`config.mk`:
```
export PLATFORM = sky130hd
export DESIGN_NAME = shot_scoreboard
export DESIGN_NICKNAME = d
export VERILOG_FILES = /design/src/rtl/shot_scoreboard.sv
export SDC_FILE = /design/constraint.sdc
export NUM_CORES = 1
export LEC_CHECK = 0
export CAP_MARGIN = 10
export CELL_PAD_IN_SITES_DETAIL_PLACEMENT = 1
export CELL_PAD_IN_SITES_GLOBAL_PLACEMENT = 1
export CORE_ASPECT_RATIO = 1.75
export CORE_MARGIN = 2
export CORE_UTILIZATION = 44
export DETAILED_ROUTE_END_ITERATION = 12
export HOLD_SLACK_MARGIN = 0.1
export PLACE_DENSITY_LB_ADDON = 0.1
export REMOVE_ABC_BUFFERS = 1
export SLEW_MARGIN = 10
export SYNTH_ARGS = -nofsm -noshare
export SYNTH_HDL_FRONTEND = slang
export SYNTH_SLANG_ARGS = --single-unit
```
`constraint.sdc`:
```
create_clock -name clk -period 5.3 [get_ports clk]
set_clock_uncertainty 0.1 [all_clocks]
set_input_delay 1.06 -clock clk [delete_from_list [all_inputs] [get_ports clk]]
set_output_delay 1.06 -clock clk [all_outputs]
set_load 0.005 [all_outputs]
```
`src/rtl/shot_scoreboard.sv`:
```
// shot_scoreboard
// Game-state keeper between trajectory_calc and the output mux. It turns the
// raw start/shoot levels into edges, issues single-cycle fire pulses, tracks
// the shot budget, and accumulates score, hit streak and game-over status.
// A shot that gets no result_valid within TIMEOUT_CYC cycles is scored as a
// miss and raises a sticky per-game timeout flag.
module shot_scoreboard #(
    parameter int SHOTS_PER_GAME = 8,
    parameter int SCORE_W        = 5,
    parameter int TIMEOUT_CYC    = 31
) (
    input  logic               clk,
    input  logic               rst_n,
    input  logic               start_new_game,
    input  logic               shoot,
    input  logic               result_valid,
    input  logic               hit,
    output logic               shot_fire,
    output logic [SCORE_W-1:0] score,
    output logic [SCORE_W-1:0] streak,
    output logic [3:0]         shots_left,
    output logic               in_flight,
    output logic               game_over,
    output logic               timeout_err
);

    typedef enum logic [1:0] {
        ST_IDLE   = 2'd0,
        ST_READY  = 2'd1,
        ST_FLIGHT = 2'd2,
        ST_OVER   = 2'd3
    } state_t;

    localparam logic [3:0]         SHOTS_V   = 4'(SHOTS_PER_GAME);
    localparam logic [7:0]         TIMEOUT_V = 8'(TIMEOUT_CYC);
    localparam logic [SCORE_W-1:0] ZERO_S    = {SCORE_W{1'b0}};
    localparam logic [SCORE_W-1:0] ONE_S     = {{(SCORE_W-1){1'b0}}, 1'b1};
    localparam logic [SCORE_W-1:0] MAX_S     = {SCORE_W{1'b1}};

    // Saturating increment used for both score and streak.
    function automatic logic [SCORE_W-1:0] sat_inc(input logic [SCORE_W-1:0] v);
        logic [SCORE_W-1:0] r;
        if (v == MAX_S) begin
            r = v;
        end else begin
            r = v + ONE_S;
        end
        return r;
    endfunction

    state_t             state_q, state_d;
    logic               start_q, start_d;
    logic               shoot_q, shoot_d;
    logic [SCORE_W-1:0] score_q, score_d;
    logic [SCORE_W-1:0] streak_q, streak_d;
    logic [3:0]         shots_left_q, shots_left_d;
    logic               in_flight_q, in_flight_d;
    logic               game_over_q, game_over_d;
    logic               timeout_err_q, timeout_err_d;
    logic               shot_fire_q, shot_fire_d;
    logic [7:0]         timer_q, timer_d;

    logic               start_edge_s;
    logic               shoot_edge_s;
    logic               resolve_s;

    assign start_edge_s = start_new_game & ~start_q;
    assign shoot_edge_s = shoot & ~shoot_q;

    // Next-state and next-output computation; start edge overrides everything.
    always_comb begin
        state_d       = state_q;
        start_d       = start_new_game;
        shoot_d       = shoot;
        score_d       = score_q;
        streak_d      = streak_q;
        shots_left_d  = shots_left_q;
        in_flight_d   = in_flight_q;
        game_over_d   = game_over_q;
        timeout_err_d = timeout_err_q;
        shot_fire_d   = 1'b0;
        timer_d       = timer_q;
        resolve_s     = 1'b0;

        if (start_edge_s) begin
            state_d       = ST_READY;
            score_d       = ZERO_S;
            streak_d      = ZERO_S;
            shots_left_d  = SHOTS_V;
            in_flight_d   = 1'b0;
            game_over_d   = 1'b0;
            timeout_err_d = 1'b0;
            timer_d       = 8'd0;
        end else begin
            case (state_q)
                ST_IDLE: begin
                    state_d = ST_IDLE;
                end
                ST_READY: begin
                    if (shots_left_q == 4'd0) begin
                        // Empty budget while ready cannot normally occur; close the game.
                        state_d     = ST_OVER;
                        game_over_d = 1'b1;
                    end else if (shoot_edge_s) begin
                        state_d      = ST_FLIGHT;
                        shot_fire_d  = 1'b1;
                        shots_left_d = shots_left_q - 4'd1;
                        in_flight_d  = 1'b1;
                        timer_d      = 8'd0;
                    end else begin
                        state_d = ST_READY;
                    end
                end
                ST_FLIGHT: begin
                    if (result_valid) begin
                        // A real result beats a timeout landing on the same cycle.
                        resolve_s = 1'b1;
                        if (hit) begin
                            score_d  = sat_inc(score_q);
                            streak_d = sat_inc(streak_q);
                        end else begin
                            streak_d = ZERO_S;
                        end
                    end else if (timer_q == TIMEOUT_V) begin
                        resolve_s     = 1'b1;
                        streak_d      = ZERO_S;
                        timeout_err_d = 1'b1;
                    end else begin
                        timer_d = timer_q + 8'd1;
                    end

                    if (resolve_s) begin
                        in_flight_d = 1'b0;
                        if (shots_left_q == 4'd0) begin
                            state_d     = ST_OVER;
                            game_over_d = 1'b1;
                        end else begin
                            state_d = ST_READY;
                        end
                    end else begin
                        state_d = ST_FLIGHT;
                    end
                end
                ST_OVER: begin
                    state_d = ST_OVER;
                end
                default: begin
                    state_d = ST_IDLE;
                end
            endcase
        end
    end

    // State, edge-detect and output registers with asynchronous reset.
    always_ff @(posedge clk or negedge rst_n) begin
        if (!rst_n) begin
            state_q       <= ST_IDLE;
            start_q       <= 1'b0;
            shoot_q       <= 1'b0;
            score_q       <= ZERO_S;
            streak_q      <= ZERO_S;
            shots_left_q  <= 4'd0;
            in_flight_q   <= 1'b0;
            game_over_q   <= 1'b0;
            timeout_err_q <= 1'b0;
            shot_fire_q   <= 1'b0;
            timer_q       <= 8'd0;
        end else begin
            state_q       <= state_d;
            start_q       <= start_d;
            shoot_q       <= shoot_d;
            score_q       <= score_d;
            streak_q      <= streak_d;
            shots_left_q  <= shots_left_d;
            in_flight_q   <= in_flight_d;
            game_over_q   <= game_over_d;
            timeout_err_q <= timeout_err_d;
            shot_fire_q   <= shot_fire_d;
            timer_q       <= timer_d;
        end
    end

    assign shot_fire   = shot_fire_q;
    assign score       = score_q;
    assign streak      = streak_q;
    assign shots_left  = shots_left_q;
    assign in_flight   = in_flight_q;
    assign game_over   = game_over_q;
    assign timeout_err = timeout_err_q;

endmodule

```
* Yosys cells after proc, flatten, opt, wreduce, memory -nomap -nowiden
Index checks and enable logic that the tools add are counted.
** Cells by class
- Equal/unequal tests :: 15
- Muxes and demuxes :: 48
- Add/subtract/negate cells :: 4
- Bitwise gates (word level) :: 4
- Reduce and logical (&&, ||, !) cells :: 17
** Operators with widths (number)
- $mux W5 :: 11
- $mux W8 :: 5
- $mux W1 :: 19
- $mux W4 :: 4
- $pmux W8 S2 :: 1
- $ne A3 B3 Y1 const B :: 5
- $reduce_bool A2 Y1 :: 6
- $add A5 B1 Y5 const B :: 2
- $eq A5 B5 Y1 const B :: 2
- $mux W2 :: 5
- $reduce_and A3 Y1 :: 3
- $add A8 B1 Y8 const B :: 1
- $eq A8 B5 Y1 const B :: 1
- $pmux W2 S4 :: 1
- $reduce_and A4 Y1 :: 2
- $reduce_bool A3 Y1 :: 2
- $reduce_and A5 Y1 :: 1
- $eq A2 B2 Y1 const B :: 2
- $logic_not A4 Y1 :: 1
- $ne A2 B2 Y1 const B :: 2
- $ne A4 B4 Y1 const B :: 1
- $pmux W1 S2 :: 2
- $sub A4 B1 Y4 const B :: 1
- $and A1 B1 Y1 :: 2
- 5 further kinds :: 6
** Word-level totals
- Register bits :: 30
- Output and inout port bits :: 18
- Logic and storage cells :: 99
- Input port bits :: 6

* Logic depth before layout (Yosys ltp)
- Depth in word-level cells :: 8
- Gate-level depth with buffers :: 8
- Gate-level depth less buffers :: 7

* Least setup slack after synthesis
OpenSTA, ideal clock, no wires.
- Path kind :: input -> register
- Start point :: input shoot
- End point :: register timer_q[3]
- Cell stages on the path :: 5
- Slack :: 3000 ps
- Buffers on the path :: 0
- Data arrival time :: 2123 ps
- Setup time :: 76 ps
- Required time :: 5124 ps
- Cells stage by stage :: and4bb_4 a211oi_2 a21o_1 or4_1 o21ai_1
** On the way
- Word-level cells in the longest chain between the ends :: 3
** RTL lines
- start, declared :: line 15 : input logic shoot,
- $and A1 B1 Y1 :: line 68 : assign shoot_edge_s = shoot & ~shoot_q;
- $ne A3 B3 Y1 (no line)
- $reduce_and A5 Y1 (no line)
- end signal, assigned :: line 179 : timer_q <= timer_d;
- end, declared :: line 61 : logic [7:0] timer_q, timer_d;
No other way between the ends.
A chain may end at the register's enable or synchronous reset.

* Worst setup path in the final report
- Start point :: input start_new_game
- End point :: register streak_q[2] (netlist: streak[2])
** On the way
- Word-level cells in the longest chain between the ends :: 3
- Elaborated cells between the ends (all ways) :: 6
- Those cells by class :: 1 x eq/ne; 1 x mux; 1 x bitwise; 3 x reduce/logical
** RTL lines
- start, declared :: line 14 : input logic start_new_game,
- $and A1 B1 Y1 (*) :: line 67 : assign start_edge_s = start_new_game & ~start_q;
- $ne A4 B4 Y1 (no line) (tied with other cells)
- $reduce_and A3 Y1 (no line)
- end signal, assigned :: line 173 : streak_q <= streak_d;
- end, declared :: line 55 : logic [SCORE_W-1:0] streak_q, streak_d;
Mark *: on every way between the ends. The rest lies on a longest branch, timed or not.

==> results.ini <==
[pwr]
p_clk_share_pct=24.1
combPwrFrac_pct=32.1
p_sw_uw=243
intPower_uw=471
p_per_area_nw_per_um2=369
p_seq_share_pct=43.7
p_sw_share_pct=34.0
ir_worst_vdd_uv=223
leakage_nw=0.886

[sta]
setup_viol_count_final=0
period_needed_ps=2770
finalMaxSlewViolations=0
worst_pin_slew_ps=487
rsz0062_at_grt=no
period_share_pct=52.2
slew_headroom_pct=67.3
final_hold_viol_count=0
fmax_mhz=361
setup-tns-final_ps=0

[cells_and_area]
synthToLayoutAreaGrowth_pct=22.3
drive_gt1_share_pct=7.45
num_antenna_cells=0
instances_no_fill=233
fin_area_sq_um=1940
fin_nets=201
postLayoutCoreUtil_pct=57.0

[place]
dp_cells=226
dp.final_hpwl_um=2980
place_area_sq_um=1860
gp_congestion=0.744
port-buffer-count=23

[synth]
synthTopCellsByArea=dfrtp_1 (47%), ha_1 (5.5%), nor2_1 (4.5%)
synth_commonest_cells=dfrtp_1 (30), nor2_1 (19), nand2_1 (17)
synth_cell_type_count=44
synth_edf_count=0
ys_seq_area_share_pct=47.4
synth_top_area_cell=dfrtp_1
ys_seq_elements=30
synth.avg_cell_area_sq_um=9.90
syn_inst=160
synth_ff_type=dfrtp_1
yosysWarnings=0
async_flop_share_pct=100
netlist_area_sq_um=1580
synthMostInstantiatedCell=dfrtp_1
yosys.area.top_type_share_pct=47.4

[floorplan]
fp.coreArea_sq_um=3400
die_x_um=49.4
rows=28
start_util_pct=46.6
io-pin-count=24
die_h_um=83.4
die_area_sq_um=4110

[worst_setup_path]
critical_path_arrival_ps=2840
crit_fanout=17
crit_type=in2reg
critPathLaunchType=input pin
required_ps=5370
endpoint_kind=flop

[clock_tree]
cts-root-buf=clkbuf_8
cts_tree=yes
cts_sinks=30
clk_pin_slew_ps=60
cts_hold_buf=0
clk_latency_ps=280
htree_levels=2
cts_buffers=5
clk_path_buf_depth=2
cts_setup_buffers=0
cts_resized=0

[routing]
drt-initial-drc-count=22
viasPerCell=5.65
wirelength_um=4000
drc_errors=0
vias=1317
ant_nets=0
drtPass1Iterations=4
wire_per_inst_um=17.2

[global_route]
grt_pass1_vias=1455
grt_max_degree=31
grt_overflow=0
grt_usage_pct=22.6
grt_antenna_before_repair=0
grt_pass1_wl_um=7030

[worst_hold_path]
hp-class=reg2reg

[status]
status=completed

[job]
maxCapViolations=0

[layer usage]
| metal | share of wire [%] | GRT usage (%) |
|---|---|---|
| met3 | 3.6 | 5.76 |
| met4 | 3.1 | 10.9 |
| met1 | 37 | 24.4 |
| met5 | 0 | 0 |
| met2 | 56 | 39.8 |
[final cells by class]
class,count,area [sq um]
fill,397,1460
tap,45,56.3
inverter,7,26.3
timing repair buffer,25,245
sequential,30,751
multi-input combinational,119,782
clock buffer,7,76.3
[critical path, stage by stage]
cell             delay [ps]
clkdlybuf4s50_1         480
nor2b_1                 140
buf_4                   240
nor2_1                  130
a221oi_2                450
o21ai_1                 140
a21o_1                  190
[power by group through the flow]
stage / registers (mW) / logic, mW / clock network, mW
finish: 0.312 / 0.229 / 0.172
global route: 0.318 / 0.255 / 0.189
CTS: 0.312 / 0.233 / 0.179
detailed placement: 0.315 / 0.229 / 0
global placement: 0.312 / 0.220 / 0
floorplan: 0.306 / 0.127 / 0
[final timing paths]
kind	from	endpoint	slack (ps)	cells past startpoint
min	timeout_err	timeout_err	410	2
max in group asynchronous	rst_n	shots_left[1]	3740	2
min reg2reg	timeout_err	timeout_err	410	2
min in group asynchronous	rst_n	timer_q[0]	1070	2
max	start_new_game	streak[2]	2530	7
max reg2reg	shots_left[0]	timer_q[7]	3030	7
[kinds of logic after synthesis]
group	after synthesis	share of synthesized area, %
DFF	30	47.4
adders and majority gates	7	5.53
and+or+nand+nor	69	23.5
buffers and inverters	11	3.24
muxes	2	1.26
AOI/OAI and AO/OA	33	14.6
xor gates and xnor gates	8	4.42
[sequential cells by signal, summed over array words and instances, names as in the netlist]
register and count:
in_flight 1, streak 5, game_over 1, timeout_err 1
shot_fire 1, start_q 1, shots_left 4, shoot_q 1
state_q 2, score 5, timer_q 8
[cells in the final DEF (no fill, tap or decap), drive strengths merged, types with 2 or more instances in the layout]
cell | Yosys | final
or3 | 2 | 2
o21ai | 7 | 7
clkbuf | 1 | 7
xor2 | 4 | 4
nand2 | 19 | 19
a21oi | 9 | 9
nand3 | 7 | 7
nor2 | 19 | 19
a21o | 4 | 4
xnor2 | 4 | 4
nand2b | 3 | 3
and3 | 3 | 3
a211oi | 3 | 3
mux2i | 2 | 2
nor3 | 4 | 4
clkdlybuf4s50 | 0 | 23
ha | 7 | 7
inv | 7 | 7
buf | 3 | 2
a22o | 2 | 2
dfrtp | 30 | 30
a31o | 2 | 2
nand4 | 2 | 2
[per-stage QoR]
| stage | setup slack, ps | power (mW) | hold slack, ps |
|---|---|---|---|
| floorplan | 2490 | 0.433 | 387 |
| global placement | 2310 | 0.531 | 385 |
| detailed placement | 2230 | 0.544 | 396 |
| CTS | 2520 | 0.724 | 412 |
| global route | 2360 | 0.762 | 424 |
| finish | 2530 | 0.714 | 410 |
Note: power is estimated with default switching activity, not from simulation.
==> RTL change, RTL diff (config.mk and constraints unchanged) <==
Encoding of `state_t`: now one-hot (4 bits for 4 states).
--- a/src/rtl/shot_scoreboard.sv
+++ b/src/rtl/shot_scoreboard.sv
@@ -25,9 +25,9 @@
 );
 
-    typedef enum logic [1:0] {
-        ST_IDLE   = 2'd0,
-        ST_READY  = 2'd1,
-        ST_FLIGHT = 2'd2,
-        ST_OVER   = 2'd3
+    typedef enum logic [3:0] {
+        ST_IDLE   = 4'b0001,
+        ST_READY  = 4'b0010,
+        ST_FLIGHT = 4'b0100,
+        ST_OVER   = 4'b1000
     } state_t;
 
Formal check against the unedited RTL: same outputs for any inputs over 10 cycles, from zero or initial values and one cycle with rst_n low; not proved beyond that.
==> RTL change against the original RTL <==
Register-to-register slack worse by 0.14 ns. First-iteration DRC count up 9.1%. Synthesized area grew 11%. Sequential cell count is 2 higher. Routed wire length increased by 13%. Final cell count grew 6.9%. Global-route usage increased by 0.49 points. Setup slack better by 0.10 ns. Design area up 8.1%.
Power is not compared: it rests on default switching activity, and its combinational part moved more than twofold at a synthesized area within 25%.
==> RTL change: results (changes against the original RTL) <==
stage,metric,value,unit,change
detailed_routing,WL met3,116,um,was 143 um
worst_setup_path,Reg2Reg Setup Slack,2.89,ns,was 3.03 ns
final_layout,multi-input combinational cell area,892.1,um^2,was 782.0 um^2
logic_synthesis,leading cell types by count after synthesis,"31 x sky130_fd_sc_hd__dfrtp_1, 16 x sky130_fd_sc_hd__nor2_1, 12 x sky130_fd_sc_hd__nand2_1",,"was 30 x sky130_fd_sc_hd__dfrtp_1, 19 x sky130_fd_sc_hd__nor2_1, 17 x sky130_fd_sc_hd__nand2_1"
placed_design,dpl cells,241,,was 226
placed_design,total placed instance area,2014,um^2,was 1861 um^2
final_layout,post-route cell area,2095,um^2,was 1937 um^2
final_layout,fin util,54.17,%,was 57.00%
final_layout,Final clock-cell share,3.823,%,was 3.941%
placed_design,Final HPWL DP,3.297,mm,was 2.976 mm
worst_setup_path,capture instance of the worst register-to-register path,timer_q[1],,was timer_q[7]
final_layout,final std cells w/o fill,249,,was 233
logic_synthesis,sequential fraction of the synthesis area,45.69,%,was 47.39%
worst_setup_path,Crit Reg-Reg Startpoint,state_q[3],,was shots_left[0]
final_layout,Seq area share,38.29,%,was 38.76%
final_layout,buffer count excluding the clock tree in the final layout,24,,was 25
logic_synthesis,cell count after synthesis,176,,was 160
final_layout,clock buffer instance count of the final layout,8,,was 7
detailed_routing,met2 wirelength from detailed routing,2.609,mm,was 2.252 mm
worst_setup_path,number of cells on the worst reg-to-reg path,4,,was 7
placed_design,GPL Wtd Cong,0.7737,,was 0.7439
final_layout,fillers,443,,was 397
final_layout,comb_multi_in,131,,was 119
final_layout,fraction of final layout cells with drive strength greater than 1,11.44,%,was 7.447%
worst_setup_path,peak fanout along the critical path,7,,was 17
logic_synthesis,number of synthesized register bits,32,,was 30
logic_synthesis,count of cell types in the netlist,50,,was 44
detailed_routing,via count,1469,,was 1317
logic_synthesis,biggest area contributors in the synthesized netlist,"sky130_fd_sc_hd__dfrtp_1 44%, sky130_fd_sc_hd__ha_1 5.0%, sky130_fd_sc_hd__nor2_1 3.4%, sky130_fd_sc_hd__a21oi_1 2.9%, sky130_fd_sc_hd__nand3_1 2.6%",,"was sky130_fd_sc_hd__dfrtp_1 47%, sky130_fd_sc_hd__ha_1 5.5%, sky130_fd_sc_hd__nor2_1 4.5%, sky130_fd_sc_hd__nand2_1 4.0%, sky130_fd_sc_hd__a21oi_1 2.8%"
grt,wire length of the first global-routing pass,7.638,mm,was 7.031 mm
detailed_routing,wire length after detailed routing,4.519,mm,was 4.000 mm
grt,antenna violations before repair,0,,unchanged
worst_setup_path,launch point of the worst path,shoot,,was start_new_game
final_layout,net count reported at finish,213,,was 201
sta,Worst Hold Margin,0.4093,ns,was 0.4096 ns
final_layout,Non-Clock Inverter Count,6,,was 7
sta,slew at the pin closest to its max-slew limit,0.9806,ns,was 0.4865 ns
status,result of the run,completed,,unchanged
detailed_routing,DR iter-0 viols,24,,was 22
detailed_routing,met1 layer wirelength in the final routing,1.706,mm,was 1.479 mm
pwr,Leak,0.8674,nW,
-- RTL change: cell count changes after synthesis, moves of 3 or more --
| cell | change |
|---|---|
| sky130_fd_sc_hd__nor3_1 | +4 |
| sky130_fd_sc_hd__o21ai_0 | +3 |
| sky130_fd_sc_hd__clkbuf_1 | +3 |
| sky130_fd_sc_hd__a21o_1 | -4 |
| sky130_fd_sc_hd__nor2_1 | -3 |
| sky130_fd_sc_hd__or4_1 | +3 |
| sky130_fd_sc_hd__o211ai_1 | +5 |
| sky130_fd_sc_hd__a31oi_1 | +3 |
| sky130_fd_sc_hd__nand2_1 | -5 |
-- RTL change: where the power goes --
part / switching [mW] / internal [mW] / total (mW)
logic: 0.0235 / 0.0160 / 0.0394
clock network: 0.0898 / 0.0932 / 0.183
registers: 0.00486 / 0.249 / 0.254
-- RTL change: per-layer routing --
metal | global-route usage, % | vias up
met1 | 23.29 | 753
li1 | - | 688
met4 | 10.05 | 0
met3 | 4.608 | 7
met2 | 44.17 | 21
met5 | 0 | -
-- RTL change: kinds of logic (layout without fill, tap and decap cells) --
group | after synthesis | count (layout) | share of synthesized area [%]
simple gates | 78 | 78 | 27.09
xor+xnor | 7 | 7 | 3.493
compound gates | 37 | 37 | 14.11
fa+ha+maj | 7 | 7 | 4.989
buf+inv | 13 | 38 | 3.492
flops | 32 | 32 | 45.69
mux | 2 | 2 | 1.140
-- RTL change: worst max-delay path, delay by kind of cell --
family | cells | cell delay (ns)
compound gates | 3 | 0.81
buf+inv | 1 | 0.47
simple gates | 1 | 0.41
-- RTL change: stage by stage --
stage | total power [mW] | worst slack [ns]
3_5_place_dp | 0.2981 | 2.334
6_report | 0.4762 | 2.632
2_1_floorplan | 0.2753 | 3.139
4_1_cts | 0.4856 | 2.650
5_1_grt | 0.4963 | 2.558
3_3_place_gp | 0.2951 | 2.464
